===== config.mk =====
export PLATFORM = sky130hd
export DESIGN_NAME = arm7tdmi_mmu
export DESIGN_NICKNAME = d
export VERILOG_FILES = /design/src/rtl/arm7tdmi_mmu.sv
export SDC_FILE = /design/constraint.sdc
export NUM_CORES = 2
export LEC_CHECK = 0
export BUFFER_PORTS_ARGS = -buffer_cell sky130_fd_sc_hd__buf_2
export CORE_MARGIN = 4
export CORE_UTILIZATION = 35
export CTS_BUF_LIST = sky130_fd_sc_hd__clkbuf_16
export DETAILED_ROUTE_END_ITERATION = 8
export PLACE_DENSITY = 0.54
export SLEW_MARGIN = 20
export SYNTH_ARGS = -nofsm -noshare
export SYNTH_HDL_FRONTEND = slang
export SYNTH_SLANG_ARGS = --single-unit

===== constraint.sdc =====
create_clock -name clk -period 14.3 [get_ports clk]
set_input_delay 0.715 -clock clk [delete_from_list [all_inputs] [get_ports clk]]
set_output_delay 0.715 -clock clk [all_outputs]
set_load 0.01 [all_outputs]

===== src/rtl/arm7tdmi_mmu.sv =====
// MMU for the ARM7TDMI data port. It has a fully-associative, ASID-tagged TLB, an ARMv4
// section/coarse-page table walker, domain/AP permission checking and statistics counters.
module arm7tdmi_mmu #(
  parameter int TLB_ENTRIES = 32,
  parameter int ADDR_WIDTH  = 32
) (
  input  logic                  clk,
  input  logic                  rst_n,
  input  logic [ADDR_WIDTH-1:0] cpu_vaddr,
  input  logic                  cpu_req,
  input  logic                  cpu_write,
  input  logic [1:0]            cpu_size,
  input  logic [31:0]           cpu_wdata,
  output logic [31:0]           cpu_rdata,
  output logic                  cpu_ready,
  output logic                  cpu_abort,
  output logic [ADDR_WIDTH-1:0] mem_paddr,
  output logic                  mem_req,
  output logic                  mem_write,
  output logic [1:0]            mem_size,
  output logic [31:0]           mem_wdata,
  input  logic [31:0]           mem_rdata,
  input  logic                  mem_ready,
  input  logic                  mem_abort,
  input  logic [31:0]           ttb_base,
  input  logic                  mmu_enable,
  input  logic                  cache_enable,
  input  logic [3:0]            domain_access,
  input  logic [7:0]            current_asid,
  input  logic                  tlb_flush_all,
  input  logic                  tlb_flush_entry,
  input  logic [31:0]           tlb_flush_addr,
  input  logic                  tlb_flush_asid,
  input  logic [7:0]            tlb_flush_asid_val,
  input  logic                  tlb_flush_global,
  output logic [31:0]           tlb_hits,
  output logic [31:0]           tlb_misses,
  output logic [31:0]           page_faults,
  output logic [31:0]           asid_switches,
  output logic                  mmu_busy
);
  localparam int IDX_W = (TLB_ENTRIES > 1) ? $clog2(TLB_ENTRIES) : 1;

  typedef enum logic [2:0] {
    IDLE       = 3'd0,
    TLB_LOOKUP = 3'd1,
    L1_FETCH   = 3'd2,
    L2_FETCH   = 3'd3,
    MEM_ACCESS = 3'd4,
    DONE       = 3'd5
  } state_t;

  state_t state, next_state;

  logic [ADDR_WIDTH-1:0] r_va, r_pa, r_paddr_hold;
  logic                  r_write;
  logic [1:0]            r_size;
  logic [31:0]           r_wdata;
  logic                  r_phase;
  logic [31:0]           r_l1_addr, r_l1_pte, r_l2_addr, r_l2_pte;
  logic [31:0]           r_cpu_rdata;
  logic                  r_cpu_ready, r_cpu_abort;
  logic [31:0]           r_hits, r_misses, r_faults, r_asid_sw;
  logic [7:0]            r_prev_asid;
  logic [IDX_W-1:0]      r_rr;

  logic                  r_tlb_valid  [TLB_ENTRIES];
  logic                  r_tlb_global [TLB_ENTRIES];
  logic                  r_tlb_sec    [TLB_ENTRIES];
  logic [7:0]            r_tlb_asid   [TLB_ENTRIES];
  logic [19:0]           r_tlb_tag    [TLB_ENTRIES];
  logic [19:0]           r_tlb_pbase  [TLB_ENTRIES];
  logic                  r_tlb_dom    [TLB_ENTRIES];
  logic [1:0]            r_tlb_ap     [TLB_ENTRIES];

  logic                  w_hit;
  logic [IDX_W-1:0]      w_hit_idx;
  logic [TLB_ENTRIES-1:0] w_kill;
  logic                  w_any_flush, w_fill_ok;
  logic                  w_phase_next, w_mem_req, w_mem_write;
  logic [1:0]            w_mem_size;
  logic [ADDR_WIDTH-1:0] w_mem_addr, w_next_pa;
  logic [31:0]           w_l1_addr, w_l2_addr;
  logic                  w_load_pa, w_fill, w_fill_sec, w_fill_dom;
  logic [1:0]            w_fill_ap;
  logic                  w_fault, w_cnt_hit, w_cnt_miss, w_acc_done, w_l1_cap, w_l2_cap;
  logic                  w_unused;

  // Only domains 0..1 exist, so bit 0 of the descriptor domain selects the DACR pair.
  function automatic logic perm_fault(input logic dom, input logic [1:0] ap,
                                      input logic wr, input logic [3:0] dacr);
    logic [1:0] acc;
    acc = dom ? dacr[3:2] : dacr[1:0];
    case (acc)
      2'b11:   return 1'b0;
      2'b01:   return (ap == 2'b00) || ((ap == 2'b10) && wr);
      default: return 1'b1;
    endcase
  endfunction

  assign w_l1_addr = {ttb_base[31:14], r_va[31:20], 2'b00};
  assign w_l2_addr = {r_l1_pte[31:10], r_va[19:12], 2'b00};

  // First matching entry wins; section entries ignore the low 8 tag bits.
  always_comb begin
    w_hit     = 1'b0;
    w_hit_idx = '0;
    for (int i = 0; i < TLB_ENTRIES; i++) begin
      if (!w_hit && r_tlb_valid[i] &&
          (r_tlb_global[i] || (r_tlb_asid[i] == current_asid)) &&
          (r_tlb_tag[i][19:8] == r_va[31:20]) &&
          (r_tlb_sec[i] || (r_tlb_tag[i][7:0] == r_va[19:12]))) begin
        w_hit     = 1'b1;
        w_hit_idx = IDX_W'(i);
      end
    end
  end

  always_comb begin
    w_kill = '0;
    for (int i = 0; i < TLB_ENTRIES; i++) begin
      w_kill[i] = tlb_flush_all ||
                  (tlb_flush_entry && (r_tlb_tag[i][19:8] == tlb_flush_addr[31:20]) &&
                   (r_tlb_sec[i] || (r_tlb_tag[i][7:0] == tlb_flush_addr[19:12]))) ||
                  (tlb_flush_asid && !r_tlb_global[i] && (r_tlb_asid[i] == tlb_flush_asid_val)) ||
                  (tlb_flush_global && r_tlb_global[i]);
    end
  end

  assign w_any_flush = tlb_flush_all | tlb_flush_entry | tlb_flush_asid | tlb_flush_global;
  assign w_fill_ok   = w_fill & ~w_any_flush;

  always_ff @(posedge clk or negedge rst_n) begin
    if (!rst_n) state <= IDLE;
    else        state <= next_state;
  end

  always_comb begin
    next_state   = state;
    w_phase_next = 1'b0;
    w_mem_req    = 1'b0;
    w_mem_write  = 1'b0;
    w_mem_size   = 2'b10;
    w_mem_addr   = r_pa;
    w_load_pa    = 1'b0;
    w_next_pa    = r_pa;
    w_fill       = 1'b0;
    w_fill_sec   = 1'b0;
    w_fill_dom   = 1'b0;
    w_fill_ap    = 2'b00;
    w_fault      = 1'b0;
    w_cnt_hit    = 1'b0;
    w_cnt_miss   = 1'b0;
    w_acc_done   = 1'b0;
    w_l1_cap     = 1'b0;
    w_l2_cap     = 1'b0;
    case (state)
      IDLE: begin
        if (cpu_req) begin
          w_load_pa  = 1'b1;
          w_next_pa  = cpu_vaddr;
          next_state = mmu_enable ? TLB_LOOKUP : MEM_ACCESS;
        end
      end
      TLB_LOOKUP: begin
        if (w_hit) begin
          w_cnt_hit = 1'b1;
          if (perm_fault(r_tlb_dom[w_hit_idx], r_tlb_ap[w_hit_idx], r_write, domain_access)) begin
            w_fault    = 1'b1;
            next_state = DONE;
          end else begin
            w_load_pa  = 1'b1;
            w_next_pa  = r_tlb_sec[w_hit_idx] ? {r_tlb_pbase[w_hit_idx][19:8], r_va[19:0]}
                                              : {r_tlb_pbase[w_hit_idx], r_va[11:0]};
            next_state = MEM_ACCESS;
          end
        end else begin
          w_cnt_miss = 1'b1;
          next_state = L1_FETCH;
        end
      end
      L1_FETCH: begin
        w_mem_addr = w_l1_addr;
        if (!r_phase) begin
          w_mem_req    = 1'b1;
          w_phase_next = 1'b1;
        end else if (mem_abort) begin
          w_fault    = 1'b1;
          next_state = DONE;
        end else if (mem_ready) begin
          w_l1_cap = 1'b1;
          case (mem_rdata[1:0])
            2'b10: begin
              w_fill     = 1'b1;
              w_fill_sec = 1'b1;
              w_fill_dom = mem_rdata[5];
              w_fill_ap  = mem_rdata[11:10];
              if (perm_fault(mem_rdata[5], mem_rdata[11:10], r_write, domain_access)) begin
                w_fault    = 1'b1;
                next_state = DONE;
              end else begin
                w_load_pa  = 1'b1;
                w_next_pa  = {mem_rdata[31:20], r_va[19:0]};
                next_state = MEM_ACCESS;
              end
            end
            2'b01:   next_state = L2_FETCH;
            default: begin
              w_fault    = 1'b1;
              next_state = DONE;
            end
          endcase
        end else begin
          w_phase_next = 1'b1;
        end
      end
      L2_FETCH: begin
        w_mem_addr = w_l2_addr;
        if (!r_phase) begin
          w_mem_req    = 1'b1;
          w_phase_next = 1'b1;
        end else if (mem_abort) begin
          w_fault    = 1'b1;
          next_state = DONE;
        end else if (mem_ready) begin
          w_l2_cap = 1'b1;
          if (mem_rdata[1:0] == 2'b10) begin
            w_fill     = 1'b1;
            w_fill_dom = r_l1_pte[5];
            w_fill_ap  = mem_rdata[5:4];
            if (perm_fault(r_l1_pte[5], mem_rdata[5:4], r_write, domain_access)) begin
              w_fault    = 1'b1;
              next_state = DONE;
            end else begin
              w_load_pa  = 1'b1;
              w_next_pa  = {mem_rdata[31:12], r_va[11:0]};
              next_state = MEM_ACCESS;
            end
          end else begin
            w_fault    = 1'b1;
            next_state = DONE;
          end
        end else begin
          w_phase_next = 1'b1;
        end
      end
      MEM_ACCESS: begin
        if (!r_phase) begin
          w_mem_req    = 1'b1;
          w_mem_write  = r_write;
          w_mem_size   = r_size;
          w_phase_next = 1'b1;
        end else if (mem_ready || mem_abort) begin
          w_acc_done = 1'b1;
          next_state = DONE;
        end else begin
          w_phase_next = 1'b1;
        end
      end
      DONE: begin
        if (!cpu_req) next_state = IDLE;
      end
      default: next_state = IDLE;
    endcase
  end

  // Control, status and counters
  always_ff @(posedge clk or negedge rst_n) begin
    if (!rst_n) begin
      r_phase     <= 1'b0;
      r_cpu_ready <= 1'b0;
      r_cpu_abort <= 1'b0;
      r_cpu_rdata <= '0;
      r_hits      <= '0;
      r_misses    <= '0;
      r_faults    <= '0;
      r_asid_sw   <= '0;
      r_prev_asid <= '0;
    end else begin
      r_phase     <= w_phase_next;
      r_prev_asid <= current_asid;
      if (current_asid != r_prev_asid) r_asid_sw <= r_asid_sw + 32'd1;
      if (w_cnt_hit)  r_hits   <= r_hits + 32'd1;
      if (w_cnt_miss) r_misses <= r_misses + 32'd1;
      if (w_fault) begin
        r_faults    <= r_faults + 32'd1;
        r_cpu_abort <= 1'b1;
      end
      if (w_acc_done) begin
        if (mem_abort) r_cpu_abort <= 1'b1;
        else           r_cpu_ready <= 1'b1;
        if (!r_write && !mem_abort) r_cpu_rdata <= mem_rdata;
      end
      if (state == DONE && !cpu_req) begin
        r_cpu_ready <= 1'b0;
        r_cpu_abort <= 1'b0;
      end
    end
  end

  // TLB valid bits and replacement pointer; a fill coinciding with any flush is dropped
  always_ff @(posedge clk or negedge rst_n) begin
    if (!rst_n) begin
      r_rr <= '0;
      for (int i = 0; i < TLB_ENTRIES; i++) r_tlb_valid[i] <= 1'b0;
    end else begin
      for (int i = 0; i < TLB_ENTRIES; i++) begin
        if (w_kill[i])                             r_tlb_valid[i] <= 1'b0;
        else if (w_fill_ok && r_rr == IDX_W'(i))   r_tlb_valid[i] <= 1'b1;
      end
      if (w_fill_ok) r_rr <= (r_rr == IDX_W'(TLB_ENTRIES - 1)) ? '0 : r_rr + IDX_W'(1);
    end
  end

  always_ff @(posedge clk) begin
    if (w_fill_ok) begin
      r_tlb_global[r_rr] <= (current_asid == 8'd0);
      r_tlb_sec[r_rr]    <= w_fill_sec;
      r_tlb_asid[r_rr]   <= current_asid;
      r_tlb_tag[r_rr]    <= r_va[31:12];
      r_tlb_pbase[r_rr]  <= mem_rdata[31:12];
      r_tlb_dom[r_rr]    <= w_fill_dom;
      r_tlb_ap[r_rr]     <= w_fill_ap;
    end
  end

  // Request latch and walk registers
  always_ff @(posedge clk) begin
    if (state == IDLE && cpu_req) begin
      r_va    <= cpu_vaddr;
      r_write <= cpu_write;
      r_size  <= cpu_size;
      r_wdata <= cpu_wdata;
    end
    if (w_load_pa) r_pa <= w_next_pa;
    if (w_mem_req) r_paddr_hold <= w_mem_addr;
    if (state == L1_FETCH && !r_phase) r_l1_addr <= w_l1_addr;
    if (state == L2_FETCH && !r_phase) r_l2_addr <= w_l2_addr;
    if (w_l1_cap) r_l1_pte <= mem_rdata;
    if (w_l2_cap) r_l2_pte <= mem_rdata;
  end

  assign cpu_rdata     = r_cpu_rdata;
  assign cpu_ready     = r_cpu_ready;
  assign cpu_abort     = r_cpu_abort;
  assign mem_paddr     = w_mem_req ? w_mem_addr : r_paddr_hold;
  assign mem_req       = w_mem_req;
  assign mem_write     = w_mem_write;
  assign mem_size      = w_mem_size;
  assign mem_wdata     = r_wdata;
  assign tlb_hits      = r_hits;
  assign tlb_misses    = r_misses;
  assign page_faults   = r_faults;
  assign asid_switches = r_asid_sw;
  assign mmu_busy      = (state != IDLE);

  assign w_unused = ^{cache_enable, ttb_base[13:0], tlb_flush_addr[11:0], r_l1_addr, r_l2_addr,
                      r_l2_pte, r_l1_pte[9:6], r_l1_pte[4:0]};
endmodule


==> flow_summary_export.csv <==
group,metric,value,unit
finish,final_area,112000,µm²
finish,utilization,40.5,%
setup_path,crit_chain,"buf_4, buf_4, xnor2_1, nand2_1, or4_1, nor3_1, nor4bb_2, nand2b_1, nor4_1, o21bai_4, buf_4, mux2i_1, mux2_2, o22ai_1, a21oi_1, a21bo_1, nand3_1, a31oi_1, a2111oi_2, buf_4",
setup_path,endpoint_kind,"register",
setup_path,critPathMaxStageDelay,0.83,ns
clocking,cts_sinks,2061,
synthesis,synth_area_leader_cell,"edfxtp_1",
run_status,run_status,"finished, final reports clean",
synthesis,synth_cell_types,93,
finish,final_layout_size_suffix_gt1_share,15.9,%
clocking,clock_latency,0.91,ns
setup_path,cp_num_buf_inv,4,
global_route,grt_pass1_vias,60516,
synthesis,syn_area,97300,µm²
synthesis,synthSimpleGateAreaFrac,7.83,%
timing,timing.final.crit_share,60.1,%
synthesis,synth_top_flop_cell,"edfxtp_1",
timing,worst_pin_slew,1.21,ns
global_route,track_usage,21.2,%
floorplanning,initial_core_util,35.2,%
setup_path,cp-start-kind,"register",
finish,area_delta_synth_final,15.3,%
setup_path,critPathArrivalTime,9.08,ns
place,hpwl,195,mm
synthesis,ys_warn_count,0,
global_route,grt_pass1_wl,444,mm
finish,fin_nets,7751,
synthesis,synth_area_leaders,"edfxtp_1 56%, xor2_1 11%, xnor2_1 6.5%",
synthesis,synth_xor_area_share,17.2,%
timing,setup_viol,0,
synthesis,synth_fa_ha_area_share,0.167,%
floorplanning,core,277000,µm²
timing,finalHoldViolCount,0,
synthesis,synth_commonest_cells,"1818 x edfxtp_1, 1189 x xor2_1, 723 x xnor2_1",
synthesis,synth_mux_area_share,5.50,%
drt,drtIter0Drc,5502,
synthesis,syn_area_per_cell,13.8,µm²
clocking,cts_buffer_depth,4,
setup_path,required,14.79,ns
floorplanning,die_w,535,µm
synthesis,syn_nets,7259,
timing,final.min_clock_period,8.59,ns
power_and_ir_drop,leakage,0.0380,µW
setup_path,path_class,"reg2reg",
timing,finClkSkew,0.0830,ns
synthesis,synth_compound_area_share,4.85,%
drt,wl_per_cell,27.5,µm
worst_hold_path,hp-class,"in2reg",
synthesis,synth-seq-cells,2061,
synthesis,synthArstFlopShare,10.2,%
setup_path,worst-path-max-fanout,56,
synthesis,yosysSeqAreaShare,62.2,%
drt,drc,0,
global_route,antenna_found_initial,29,
drt,num_vias,60566,
clocking,clock-root-buffer,"clkbuf_16",
clocking,cts_tree,"done",
drt,dr.pass1.iters,6,
drt,vias_per_cell,5.29,
timing,slew_violations,0,
place,dpl-instance-area,104000,µm²
drt,ant_nets,0,
timing,fin_setup_tns,0,ns
synthesis,synth_top_family_by_area,"XOR/XNOR gates",
power_and_ir_drop,irDropWorstVdd,0.127,mV
place,place.gp.congestion,0.895,
global_route,grt_overflow,0,
power_and_ir_drop,totalPowerFinal,14900,µW
timing,rsz0062_at_grt,"no",
floorplanning,ios,425,
floorplanning,fp.dieH,535,µm
setup_path,critPathTopFamily,"simple AND/OR/NAND/NOR gates",
global_route,grt_start_max_net_pins,196,
synthesis,synth_edf_count,1818,
setup_path,crit_path_frequent_cell,"buf_4",
floorplanning,placementRows,193,
setup_path,cp_slowest_cell,"buf_4",
clocking,htreeDepth,4,
floorplanning,design.die.area,287000,µm²
clocking,clk_pin_slew,0.06,ns
power_and_ir_drop,powerDensity,133,nW/µm²
synthesis,synth.most_common_cell,"edfxtp_1",
timing,slew_headroom,19.5,%
timing,max_freq,116,MHz
synthesis,synthCells,7052,
place,portBuffers,397,
drt,wl,315,mm
timing,hold_slack,0.0778,ns
job,maxCapViolCount,0,
clocking,cts-buffers-inserted,232,
synthesis,synth_top_cell_area_share,56.1,%
==> cell type report <==
class	instances	area, µm²
fillers	25855	165000
clock buffers	236	5910
clock inverters	191	1600
well taps	3705	4640
multi-input cells	4558	35100
flip-flops and latches	2061	60500
diodes	9	22.5
inverters	41	154
repair buffers	650	4290
==> state kept, by name, indices dropped and copies added, names as in the netlist, 64 cells and up <==
| name | flops |
|---|---|
| r_tlb_pbase | 640 |
| r_tlb_tag | 640 |
| r_tlb_asid | 256 |
| r_tlb_ap | 64 |
==> stage by stage <==
step                std cells  setup WS [ns]
floorplan                7052           4.04
CTS                     11439           5.59
detailed placement      10951           5.22
global route            11445           5.32
global placement        10948           5.24
finish                  11451           5.71
==> routing by layer <==
metal	part of all wire (%)	vias up	GRT usage [%]	routed length, µm
met2	46	1997	34.0	146000
met1	44	31080	29.3	138000
li1	-	27017	-	-
met4	4.1	4	7.82	12800
met3	5.7	468	2.89	17900
met5	0.0073	-	0	23
==> cells by family (layout without fill, tap and decap cells) <==
logic type | Yosys count | in the layout
DFF | 2061 | 2061
and+or+nand+nor | 1420 | 1420
xor gates and xnor gates | 1912 | 1912
muxes | 512 | 512
AOI/OAI and AO/OA | 701 | 701
adders and majority gates | 13 | 13
buffers and inverters | 433 | 1118
other | 0 | 9
==> worst register-to-register path, delay by kind of cell (launching register included) <==
kind | cells | cell delay (ns)
simple gates | 7 | 2.60
compound gates | 6 | 1.50
buf+inv | 4 | 2.48
xor+xnor | 1 | 0.22
mux | 2 | 0.52
flops | 1 | 0.81
==> final timing paths <==
kind	startpoint	endpoint	slack, ns	cells past startpoint
setup / recovery	r_va[20]$_DFFE_PP_	r_pa[26]$_DFFE_PP_	5.71	20
hold / removal	cpu_vaddr[27]	r_va[27]$_DFFE_PP_	0.08	1
setup reg to reg	r_va[20]$_DFFE_PP_	r_pa[26]$_DFFE_PP_	5.71	20
hold reg to reg	r_paddr_hold[10]$_DFF_P_	r_paddr_hold[10]$_DFF_P_	0.46	2
max in group asynchronous	rst_n	cpu_rdata[8]$_DFFE_PN0P_	12.27	3
min in group asynchronous	rst_n	asid_switches[28]$_DFFE_PN0P_	0.49	2
==> power by group <==
group	leakage (µW)	internal [µW]	total, µW	switching (µW)
Sequential	0.0194	6810	6950	133
Combinational	0.0148	635	2000	1360
Clock	0.00386	3450	5940	2490
Total	0.0380	10900	14900	3990
==> what timing repair did <==
| action | 4_1_cts | 5_1_grt |
|---|---|---|
| hold buffers | 61 | 0 |
| endpoints found under the hold margin | 123 | 0 |
| resized for setup | 0 | 0 |
| setup buffers | 0 | 0 |
==> placed cells by master, fill, tap and decap left out, types with 29 or more instances in the layout <==
cell,n
a21oi_1,237
nor2_4,33
clkbuf_16,236
mux2_2,172
nor2_1,135
mux2i_1,338
or4_1,37
o211ai_1,95
nand2_1,331
o221a_2,29
buf_2,388
or3_1,35
clkinv_2,43
and3_1,42
inv_1,88
xnor2_1,723
nor3_1,74
dlygate4sd3_1,61
a211oi_1,38
nand3_1,110
nand4_1,199
o21ai_0,125
edfxtp_1,1818
buf_4,182
nor4_1,291
clkinv_1,46
dfxtp_1,32
xor2_1,1189
dfrtp_1,209
No activity file was read; power rests on OpenSTA's default activity.
